$ cat src/rtl/granule_playout_pkg.sv
// ---------------------------------------------------------------------------
// granule_playout_pkg
// Shared definitions for the granule playout path: default granule geometry
// and the playout FSM state encoding. Also imported by the decode-side
// writer so both ends of the double buffer agree on sizes.
// Revision: 1.0
// ---------------------------------------------------------------------------
`default_nettype none

package granule_playout_pkg;

   localparam int GRANULE_SAMPLES_DEFAULT = 576;
   localparam int GRANULE_SAMPLE_WIDTH_DEFAULT = 18;
   localparam int GRANULE_ADDR_BITS_DEFAULT = 10;

   typedef enum logic [2:0] {
      ST_IDLE    = 3'd0,
      ST_SWITCH  = 3'd1,
      ST_FETCH   = 3'd2,
      ST_LOAD    = 3'd3,
      ST_PRESENT = 3'd4
   } playout_state_t;

endpackage

`default_nettype wire

$ cat src/rtl/granule_playout.sv
// ---------------------------------------------------------------------------
// granule_playout
// Plays a decoded stereo granule out of the read bank of a granule double
// buffer, one sample pair at a time, with a valid/ready handshake. A
// completed granule in the write bank is remembered in a pending flag and
// switched in (one-cycle buffer_switch_event) once playout is idle or the
// current granule has been fully presented.
//
// Ports:
//   clk                    rising-edge clock
//   rst                    synchronous reset, active low
//   granule_written        pulse: a granule is complete in the write bank
//   buffer_switch_event    pulse: swap the double-buffer banks
//   granule_ch0_read_addr  channel-0 read address
//   granule_ch0_read_data  channel-0 read data (one cycle after address)
//   granule_ch1_read_addr  channel-1 read address
//   granule_ch1_read_data  channel-1 read data (one cycle after address)
//   sample_valid           stereo pair available
//   sample_ready           downstream accepts the pair
//   sample_ch0/sample_ch1  stereo pair
//   playout_busy           FSM is not idle
//   overrun                sticky: granule written before previous switched in
// Revision: 1.0
// ---------------------------------------------------------------------------
`default_nettype none

module granule_playout
   import granule_playout_pkg::*;
#(
   parameter int SAMPLES_PER_GRANULE = GRANULE_SAMPLES_DEFAULT,
   parameter int SAMPLE_WIDTH        = GRANULE_SAMPLE_WIDTH_DEFAULT,
   parameter int ADDR_BITS           = GRANULE_ADDR_BITS_DEFAULT
)(
   input  logic                    clk,
   input  logic                    rst,
   input  logic                    granule_written,
   output logic                    buffer_switch_event,
   output logic [ADDR_BITS-1:0]    granule_ch0_read_addr,
   input  logic [SAMPLE_WIDTH-1:0] granule_ch0_read_data,
   output logic [ADDR_BITS-1:0]    granule_ch1_read_addr,
   input  logic [SAMPLE_WIDTH-1:0] granule_ch1_read_data,
   output logic                    sample_valid,
   input  logic                    sample_ready,
   output logic [SAMPLE_WIDTH-1:0] sample_ch0,
   output logic [SAMPLE_WIDTH-1:0] sample_ch1,
   output logic                    playout_busy,
   output logic                    overrun
);

   localparam logic [ADDR_BITS-1:0] LAST_INDEX = ADDR_BITS'(SAMPLES_PER_GRANULE - 1);

   playout_state_t state;
   playout_state_t next_state;

   logic                 pending;
   logic [ADDR_BITS-1:0] index;
   logic                 handshake;
   logic                 last_sample;
   logic                 enter_switch;

   assign handshake    = (state == ST_PRESENT) && sample_ready;
   assign last_sample  = (index == LAST_INDEX);
   // SWITCH never loops on itself, so next_state == SWITCH marks entry.
   assign enter_switch = (next_state == ST_SWITCH);

   always_comb begin
      next_state = state;
      case (state)
         ST_IDLE: begin
            if (pending) begin
               next_state = ST_SWITCH;
            end
         end
         ST_SWITCH:  next_state = ST_FETCH;
         ST_FETCH:   next_state = ST_LOAD;
         ST_LOAD:    next_state = ST_PRESENT;
         ST_PRESENT: begin
            if (handshake) begin
               if (!last_sample) begin
                  next_state = ST_FETCH;
               end else if (pending) begin
                  next_state = ST_SWITCH;
               end else begin
                  next_state = ST_IDLE;
               end
            end
         end
         default:    next_state = ST_IDLE;
      endcase
   end

   always_ff @(posedge clk) begin
      if (!rst) begin
         state               <= ST_IDLE;
         pending             <= 1'b0;
         index               <= '0;
         overrun             <= 1'b0;
         buffer_switch_event <= 1'b0;
         sample_ch0          <= '0;
         sample_ch1          <= '0;
      end else begin
         state <= next_state;

         // Registered Moore output: high for exactly the cycle spent in SWITCH.
         buffer_switch_event <= enter_switch;

         // A new granule arriving in the same cycle the previous one is
         // consumed keeps the flag set.
         if (granule_written) begin
            pending <= 1'b1;
         end else if (enter_switch) begin
            pending <= 1'b0;
         end

         // The previous granule is still waiting unless it is being switched
         // in on this very edge.
         if (granule_written && pending && !enter_switch) begin
            overrun <= 1'b1;
         end

         if (enter_switch) begin
            index <= '0;
         end else if (handshake && !last_sample) begin
            index <= index + 1'b1;
         end

         // Read data for the address issued in FETCH is valid during LOAD.
         if (state == ST_LOAD) begin
            sample_ch0 <= granule_ch0_read_data;
            sample_ch1 <= granule_ch1_read_data;
         end
      end
   end

   assign granule_ch0_read_addr = index;
   assign granule_ch1_read_addr = index;
   assign sample_valid          = (state == ST_PRESENT);
   assign playout_busy          = (state != ST_IDLE);

endmodule

`default_nettype wire

$ cat config.mk
export PLATFORM = sky130hd
export DESIGN_NAME = granule_playout
export DESIGN_NICKNAME = d
export VERILOG_FILES = /design/src/rtl/granule_playout_pkg.sv /design/src/rtl/granule_playout.sv
export SDC_FILE = /design/constraint.sdc
export NUM_CORES = 1
export LEC_CHECK = 0
export ABC_AREA = 1
export ABC_CLOCK_PERIOD_IN_PS = 1400
export CORE_MARGIN = 5
export CORE_UTILIZATION = 56
export CTS_CLUSTER_SIZE = 28
export DETAILED_ROUTE_END_ITERATION = 8
export DONT_BUFFER_PORTS = 1
export HOLD_SLACK_MARGIN = 0.06
export PLACE_DENSITY = 0.77
export SLEW_MARGIN = 5
export SYNTH_ARGS = -nofsm -noshare
export SYNTH_HDL_FRONTEND = slang
export SYNTH_SLANG_ARGS = --single-unit
$ cat constraint.sdc
create_clock -name clk -period 1.4 [get_ports clk]
set_input_delay 0.28 -clock clk [delete_from_list [all_inputs] [get_ports clk]]
set_output_delay 0.28 -clock clk [all_outputs]
set_load 0.03 [all_outputs]
==> results of run 1 <==
area by class of cell:
cell class | instances | area [um2] | share of cell area (%)
clock buffer | 6 | 72.6 | 2.95
sequential | 52 | 1060 | 43.1
multi-input combinational | 215 | 1020 | 41.5
tap | 50 | 62.6 | 2.54
inverter | 25 | 108 | 4.38
clock inverter | 2 | 13.8 | 0.560
timing repair buffer | 16 | 124 | 5.04
per-stage QoR:
stage          power, uW  util (%)  TNS (ns)  area [um2]
2_1_floorplan       1870         -   -0.0410        2260
3_3_place_gp        1900      58.7         0        2300
3_5_place_dp        1900      58.7         0        2300
4_1_cts             2750      61.1         0        2390
5_1_grt             2890      62.8    -0.254        2460
6_report            2750      62.8         0        2460
state kept, by name, summed over array words and instances, names as in the netlist:
signal,cells
buffer_switch_event,1
granule_ch0_read_addr,10
overrun,1
pending,1
sample_ch0,18
sample_ch1,18
state,3
final timing paths:
kind,start,end,slack [ns],depth (start not counted)
setup / recovery,granule_ch0_read_addr[0],granule_ch0_read_addr[4],0.06,10
hold / removal,granule_written,pending,0.09,2
setup reg to reg,granule_ch0_read_addr[0],granule_ch0_read_addr[4],0.06,10
hold reg to reg,pending,pending,0.51,2
cell families (layout without fill, tap and decap cells):
family	after synthesis	after routing	share of synthesized area (%)
buffers and inverters	46	49	9.95
xor gates and xnor gates	4	4	1.58
AOI/OAI and AO/OA	44	44	10.2
DFF	52	52	46.8
adders and majority gates	1	1	0.562
and+or+nand+nor	165	166	30.9
metal layers:
layer  vias to the layer above  global-route usage [%]  share of wire, %
met5                         -                       0                 0
met4                         0                    6.76               1.5
met3                        10                    7.58               8.8
met2                        65                    30.4                47
met1                       859                    23.6                43
li1                        968                       -                 -
worst max-delay path, cell delays in order (launching register included):
cell and delay (ns):
dfxtp_4 0.37, ha_4 0.14, nand2_1 0.08, inv_2 0.06, nand3_1 0.06, nor2_1 0.09, nand2_1 0.09, nand2_2 0.09
nand2_4 0.08, nand2_4 0.11, nor2_1 0.05
cells in the final DEF, fill, tap and decap left out:
master      netlist  routed
o21ai_0          37      37
nand2_1          47      44
inv_2             1       1
nand3b_1          1       1
dfxtp_1          52      42
inv_1            23      21
a21oi_4           0       1
xor2_1            3       3
inv_6             0       1
clkbuf_1          7       1
nand3_2           0       1
ha_4              0       1
clkinv_2          0       1
nor2_4            1       2
inv_8             0       1
nand3_1           8       7
nand4_1           3       3
clkbuf_8          0       5
buf_4            10      15
dfxtp_4           0       2
clkinvlp_4        0       1
o21ai_2           2       2
nor2_1           94      94
nand2_2           3       5
nor2_2            5       4
nand2_4           2       4
dfxtp_2           0       8
inv_4             1       1
a21oi_1           5       4
nor3b_1           1       1
buf_6             1       1
xnor2_1           1       1
what timing repair did:
action	4_1_cts	5_1_grt
cloned	0	1
endpoints found under the setup margin	1	30
pin swaps	0	3
buffers inserted	0	3
resized for setup	2	14
power by group through the flow:
stage | clock network (uW) | logic (uW) | registers [uW]
2_1_floorplan | 0 | 163 | 1710
3_3_place_gp | 0 | 176 | 1720
6_report | 845 | 212 | 1690
4_1_cts | 872 | 184 | 1690
5_1_grt | 941 | 243 | 1700
3_5_place_dp | 0 | 182 | 1720
==> impl_metrics.yaml, run 1 <==
outcome:
  outcome: "completed"
sta:
  worst_pin_slew_ns: 0.406
  fmax_ghz: 0.746
  finalHoldViolCount: 0
  drv_slew: 0
  whs_ns: 0.0879
  period_needed_ns: 1.34
  maxSlewHeadroom_pct: 72.9
  fin_ws_ns: 0.0599
  setup_viol: 0
  rsz0062_at_grt: "yes"
  fin_crit_sh_pct: 95.7
  skew_ns: 0.00617
power:
  p_int_uw: 1970
  peakVddDrop_mv: 0.785
  power_switching_uw: 784
  swShare_pct: 28.5
  p_per_area_nw_per_um2: 1120
  p_clk_share_pct: 30.7
  leakagePower_uw: 0.00111
  p_seq_share_pct: 61.5
  power_frac_comb_pct: 7.7
placed_design:
  pre_cts_ws_ns: 0.0202
  dp.cells: 354
  place.gp.congestion: 0.904
  hpwl_um: 3470
  place.port_buffers: 0
cells_and_area:
  fill_cells: 359
  n_antenna_cell: 0
  layout.cells.non_filler: 366
  syn_to_final_growth_pct: 10.5
  nets: 356
  layout-drive-gt1-share_pct: 18.0
logic_synthesis:
  ys_warn_count: 0
  ys_top_cells_by_area: "dfxtp_1 (47%), nor2_1 (16%), o21ai_0 (8.3%)"
  yosysTopAreaCellShare_pct: 46.8
  synth_edf_count: 0
  synth-seq-cells: 52
  yosysTopAreaCell: "dfxtp_1"
  synth-async-reset-ratio_pct: 0
  netlist_instances: 312
  avgSynthCellArea_um2: 7.13
  syn_nets: 353
  yosysUniqueCellTypes: 25
  synth_ff_type: "dfxtp_1"
  synth_most_common_cell: "nor2_1"
  ys_seq_area_share_pct: 46.8
  netlist_area_um2: 2220
  netlist_top_cells_count: "nor2_1 (94), dfxtp_1 (52), nand2_1 (47), o21ai_0 (37), inv_1 (23)"
clock_network:
  postCtsHoldBufs: 0
  h-tree-depth: 2
  clock-sinks: 52
  numCtsBuffers: 5
  path_clk_slew_ns: 0.09
  cts_buffer_depth: 2
  tritoncts: "built"
  clkLatencyLatePin_ns: 0.30
  cts_root_buffer: "clkbuf_8"
global_routing:
  grt_overflow: 0
  grt_pass1_wl_um: 8190
  antenna_found_initial: 0
  grt_usage_pct: 19.2
  grt_max_degree: 43
  grt_pass1_vias: 1813
routing:
  wl_per_cell_um: 13.6
  dr.pass1.iters: 4
  drc: 0
  dr.first_iter.drc_count: 78
  routed_wl_um: 4990
  via_per_inst: 5.20
  ant_nets: 0
  vias: 1902
setup_path:
  critical_path_class: "flop to flop"
  arrival_ns: 1.54
  critPathCaptureType: "flop"
  worstPathRequired_ns: 1.60
  cp-start-kind: "flop"
  critPathMaxFanout: 5
floorplanning:
  design.core.area_um2: 3910
  die_w_um: 73.0
  start_util_pct: 56.8
  die_y_um: 73.0
  num_rows: 23
  dieArea_um2: 5330
  io_pins: 100
min_path:
  hold_class: "input port to flop"
job:
  maxCapViolations: 0
Power figures use the tool's default switching activity.
==> run 2, diff against run 1 <==
==> constraint.sdc (replaced) <==
create_clock -name clk -period 1.4 [get_ports clk]
set_input_delay 0.21 -clock clk [delete_from_list [all_inputs] [get_ports clk]]
set_output_delay 0.21 -clock clk [all_outputs]
set_load 0.03 [all_outputs]
==> run 2 against run 1 <==
  * Critical path depth did not move
  * Utilization grew 3.7 points
  * First-iteration DRC count increased by 71%
  * Clock power down 2%
  * Sequential power barely moved
  * Cell count grew 3.6%
  * Combinational power up 16%
  * Largest cell class unchanged
==> impl_metrics.yaml, run 2 (same netlist as run 1, synthesis figures left out) <==
floorplanning:
  design.core.area_um2: 3910
  num_rows: 23
  start_util_pct: 56.8
  dieArea_um2: 5330
  io_pins: 100
  die_y_um: 73.0
  die_w_um: 73.0
setup_path:
  max_stage_delay_ns: 0.37
  worstPathRequired_ns: 1.60
  cpMostUsedCell: "nand2_4"
  r2r-end: "granule_ch0_read_addr[3]"
  cp-start-kind: "flop"
  slowest_stage: "dfxtp_4"
  rr_worst_depth: 10
  arrival_ns: 1.55
  critPathMaxFanout: 12
  critPathCaptureType: "flop"
  path_cells: "ha_4 -> nand3_2 -> nor2_4 -> nand2_4 -> nand2_4 -> inv_6 -> nand2_1 -> o21ai_2 -> inv_1 -> nor2_2"
  critical_path_class: "flop to flop"
  timing.rr.start: "granule_ch0_read_addr[1]"
  regToRegSetupSlack_ns: 0.05
cells_and_area:
  regArea_um2: 1060
  n_antenna_cell: 0
  syn_to_final_growth_pct: 17.0
  layout.cells.non_filler: 379
  fin_util_pct: 66.5
  fill_cells: 339
  layout.cells.most_common: "nor2_1"
  mostFrequentLayoutCells: "nor2_1 (91), nand2_1 (44), dfxtp_1 (44)"
  multi_input_area_um2: 1040
  layout-drive-gt1-share_pct: 17.9
  fin_area_um2: 2600
  nets: 369
global_routing:
  grt_overflow: 0
  grt_max_degree: 43
  use_met1_pct: 24.5
  gr-max-usage-layer: "met2"
  grt_pass1_wl_um: 8550
  grt_pass1_vias: 1883
  grt_use_met3_pct: 7.71
  grt_usage_pct: 20.0
  grt_use_met2_pct: 32.3
  antenna_found_initial: 0
sta:
  setup_viol: 0
  maxSlewHeadroom_pct: 73.2
  skew_ns: 0.00804
  fmax_ghz: 0.738
  period_needed_ns: 1.35
  finalHoldViolCount: 0
  drv_slew: 0
  fin_crit_sh_pct: 96.7
  fin_setup_tns_ns: 0
  whs_ns: 0.0393
  worst_pin_slew_ns: 0.401
  rsz0062_at_grt: "yes"
outcome:
  outcome: "completed"
min_path:
  hold_end: "sample_ch1[4]"
  min_path_cells: 2
  hold_class: "input port to flop"
  hold_start: "rst"
routing:
  drc: 0
  wl_per_cell_um: 13.9
  dr.pass1.iters: 4
  dr.first_iter.drc_count: 133
  vias: 1980
  via_per_inst: 5.22
  routed_wl_um: 5280
  ant_nets: 0
power:
  p_seq_share_pct: 61.2
  leakagePower_uw: 0.00119
  p_clk_share_pct: 29.9
  power_switching_uw: 775
  p_int_uw: 1990
  p_per_area_nw_per_um2: 1060
  power_frac_comb_pct: 8.9
  swShare_pct: 28.0
  peakVddDrop_mv: 0.851
clock_network:
  cts_buffer_depth: 2
  cts_root_buffer: "clkbuf_8"
  tritoncts: "built"
  numCtsBuffers: 5
  path_clk_slew_ns: 0.09
  clkLatencyLatePin_ns: 0.29
  clock-sinks: 52
  h-tree-depth: 2
placed_design:
  place.gp.congestion: 0.905
  dp.cells: 354
  hpwl_um: 3510
  place.port_buffers: 0
  placed_area_um2: 2300
job:
  maxCapViolations: 0
-- run 2: changes by cell type in the layout (fill, tap and decap cells not counted), moves of 2 or more --
cell | before | now
dfxtp_1 | 42 | 44
dfxtp_2 | 8 | 6
dlygate4sd3_1 | 0 | 12
nor2_1 | 94 | 91
nor2_2 | 4 | 6
-- run 2: worst max path at each step --
stage | from | to
floorplan | granule_ch0_read_addr[8] | granule_ch0_read_addr[9]
global placement | granule_ch0_read_addr[0] | granule_ch0_read_addr[4]
detailed placement | granule_ch0_read_addr[0] | granule_ch0_read_addr[4]
CTS | granule_ch0_read_addr[0] | granule_ch0_read_addr[4]
global route | granule_ch0_read_addr[1] | granule_ch0_read_addr[9]
finish | granule_ch0_read_addr[1] | granule_ch0_read_addr[3]
-- run 2: metal layers --
layer	routed length, um	part of all wire [%]
met1	2110	40
met2	2520	48
met3	553	10
met4	99	1.9
met5	0	0
-- run 2: timing repair --
| action | CTS | global route |
|---|---|---|
| endpoints found under the setup margin | 1 | 22 |
| hold endpoints to repair | 38 | 22 |
| resized for setup | 0 | 19 |
| setup buffers | 0 | 4 |
| gates cloned | 0 | 1 |
| hold buffers | 6 | 6 |
| pin swaps | 0 | 8 |
-- run 2: cell type report --
class	instances	area share [%]
clock inverters	2	0.529
inverters	25	3.89
well taps	50	2.40
clock buffers	6	2.79
multi-input cells	215	40.0
flip-flops and latches	52	40.6
repair buffers	29	9.80
-- run 2: critical path, delay by kind of cell, from the launching register on --
family	cells	cell delay (ns)
compound gates	1	0.05
fa+ha+maj	1	0.15
buf+inv	2	0.14
flops	1	0.37
simple gates	6	0.54
-- run 2: power groups by stage --
| stage | combinational, uW | clock, uW | sequential (uW) |
|---|---|---|---|
| 2_1_floorplan | 163 | 0 | 1710 |
| 5_1_grt | 275 | 940 | 1700 |
| 4_1_cts | 197 | 872 | 1690 |
| 6_report | 245 | 827 | 1690 |
| 3_5_place_dp | 184 | 0 | 1720 |
| 3_3_place_gp | 177 | 0 | 1720 |
-- run 2: through the flow --
stage | total power, uW | setup slack, ns
after floorplan | 1870 | -0.0229
after global placement | 1900 | 0.0586
after detailed placement | 1910 | 0.00594
after CTS | 2760 | -0.00518
after global routing | 2920 | -0.0592
final | 2760 | 0.0456
==> run 3, diff against run 2 <==
Settings changed: SKIP_CTS_REPAIR_TIMING set to 1.
==> run 3 against run 2 <==
  * Sequential power barely moved
  * Global-route usage fell by 0.32 points
  * Fmax fell by 0.49%
  * Final area rose by 2.7%
  * Critical endpoint unchanged
  * Largest power group unchanged
==> impl_metrics.yaml, run 3 (same netlist as run 1, synthesis figures left out) <==
placed_design:
  hpwl_um: 3510
  pre_cts_ws_ns: 0.00594
  placed_area_um2: 2300
  place.gp.congestion: 0.905
  place.port_buffers: 0
routing:
  via_per_inst: 5.24
  dr.pass1.iters: 4
  vias: 2023
  routed_wl_um: 5620
  ant_nets: 0
  drc: 0
  dr.first_iter.drc_count: 150
  wl_per_cell_um: 14.6
clock_network:
  numCtsBuffers: 5
  clock-sinks: 52
  cts_root_buffer: "clkbuf_8"
  h-tree-depth: 2
  cts_buffer_depth: 2
  tritoncts: "built"
  path_clk_slew_ns: 0.09
  clkLatencyLatePin_ns: 0.29
setup_path:
  rr_worst_depth: 10
  cp.depth: 10
  cp-start-kind: "flop"
  cpMostUsedCell: "nand2_4"
  path_cells: "ha_4 -> nand3_2 -> nor2_4 -> nand2_4 -> nand2_4 -> inv_6 -> nand2_1 -> o21ai_2 -> inv_1 -> nor2_2"
  critPathCaptureType: "flop"
  critPathLaunch: "granule_ch0_read_addr[1]"
  r2r-end: "granule_ch0_read_addr[3]"
  critPathMaxFanout: 12
  arrival_ns: 1.56
  critical_path_class: "flop to flop"
  regToRegSetupSlack_ns: 0.04
  slowest_stage: "dfxtp_4"
  worstPathRequired_ns: 1.60
  cp_num_buf_inv: 2
  max_stage_delay_ns: 0.37
  crit_family: "simple AND/OR/NAND/NOR gates"
  crit_end: "granule_ch0_read_addr[3]"
  timing.rr.start: "granule_ch0_read_addr[1]"
floorplanning:
  io_pins: 100
  die_y_um: 73.0
  die_w_um: 73.0
  start_util_pct: 56.8
  design.core.area_um2: 3910
  num_rows: 23
  dieArea_um2: 5330
sta:
  worst_pin_slew_ns: 0.617
  fin_crit_sh_pct: 97.2
  setup_viol: 0
  fin_setup_tns_ns: 0
  fmax_ghz: 0.735
  rsz0062_at_grt: "yes"
  period_needed_ns: 1.36
  maxSlewHeadroom_pct: 58.7
  finalHoldViolCount: 0
  skew_ns: 0.00879
  drv_slew: 0
  fin_ws_ns: 0.0389
min_path:
  hold_class: "input port to flop"
global_routing:
  grt_usage_pct: 19.7
  grt_overflow: 0
  grt_max_degree: 43
  antenna_found_initial: 0
  grt_pass1_wl_um: 8420
  grt_pass1_vias: 1858
cells_and_area:
  layout.cells.most_common: "nor2_1"
  n_antenna_cell: 0
  syn_to_final_growth_pct: 20.2
  fin_area_um2: 2670
  mostFrequentLayoutCells: "nor2_1 (91), nand2_1 (44), dfxtp_1 (44)"
  layout-drive-gt1-share_pct: 17.6
  nets: 376
  fin_util_pct: 68.3
power:
  leakagePower_uw: 0.00122
  p_per_area_nw_per_um2: 1040
  peakVddDrop_mv: 0.866
job:
  maxCapViolations: 0
outcome:
  outcome: "completed"
-- run 3: cell types whose count changed in the layout (fill, tap and decap cells not counted), sizes merged --
cell / delta
dlygate4sd3: +7
-- run 3: final cells by class --
cell class | instances | area, um2
well taps | 50 | 62.6
clock inverters | 2 | 13.8
fillers | 328 | 1240
flip-flops and latches | 52 | 1060
inverters | 25 | 101
clock buffers | 6 | 72.6
multi-input cells | 215 | 1040
repair buffers | 36 | 325
-- run 3: worst min-delay path by stage --
stage                                     endpoint  slack (ns)  cells after the start                     start
after floorplan                            pending        0.32                      2           granule_written
after global placement                     pending        0.32                      2           granule_written
after detailed placement                   overrun        0.33                      2                       rst
after CTS                                  overrun        0.02                      2                       rst
after global routing      granule_ch0_read_addr[7]        0.05                      2                       rst
final                                sample_ch0[1]        0.04                      2  granule_ch0_read_data[1]
-- run 3: metal layers --
metal,part of all wire (%),vias up,track usage (%)
met2,49,78,32.2
met4,1.8,0,5.94
met5,0,-,0
met3,9.7,10,7.58
met1,40,930,23.8
li1,-,1005,-
-- run 3: stage by stage --
step / std cells / power, uW / hold slack, ns
after detailed placement: 354 / 1910 / 0.329
after floorplan: 312 / 1870 / 0.316
after global routing: 386 / 2940 / 0.0479
after CTS: 362 / 2740 / 0.0152
final: 386 / 2790 / 0.0447
after global placement: 354 / 1900 / 0.323
-- run 3: worst reg2reg max path: stages (launching register included) --
cell	delay [ns]
dfxtp_4	0.37
ha_4	0.15
nand3_2	0.09
nor2_4	0.13
nand2_4	0.08
nand2_4	0.14
inv_6	0.08
nand2_1	0.08
o21ai_2	0.05
inv_1	0.06
nor2_2	0.03
-- run 3: report_power, final --
group	leakage, uW	total [uW]	internal, uW	switching, uW
Combinational	0.000750	267	104	163
Clock	0.0000456	835	357	477
Sequential	0.000426	1690	1540	152
Total	0.00122	2790	2000	792
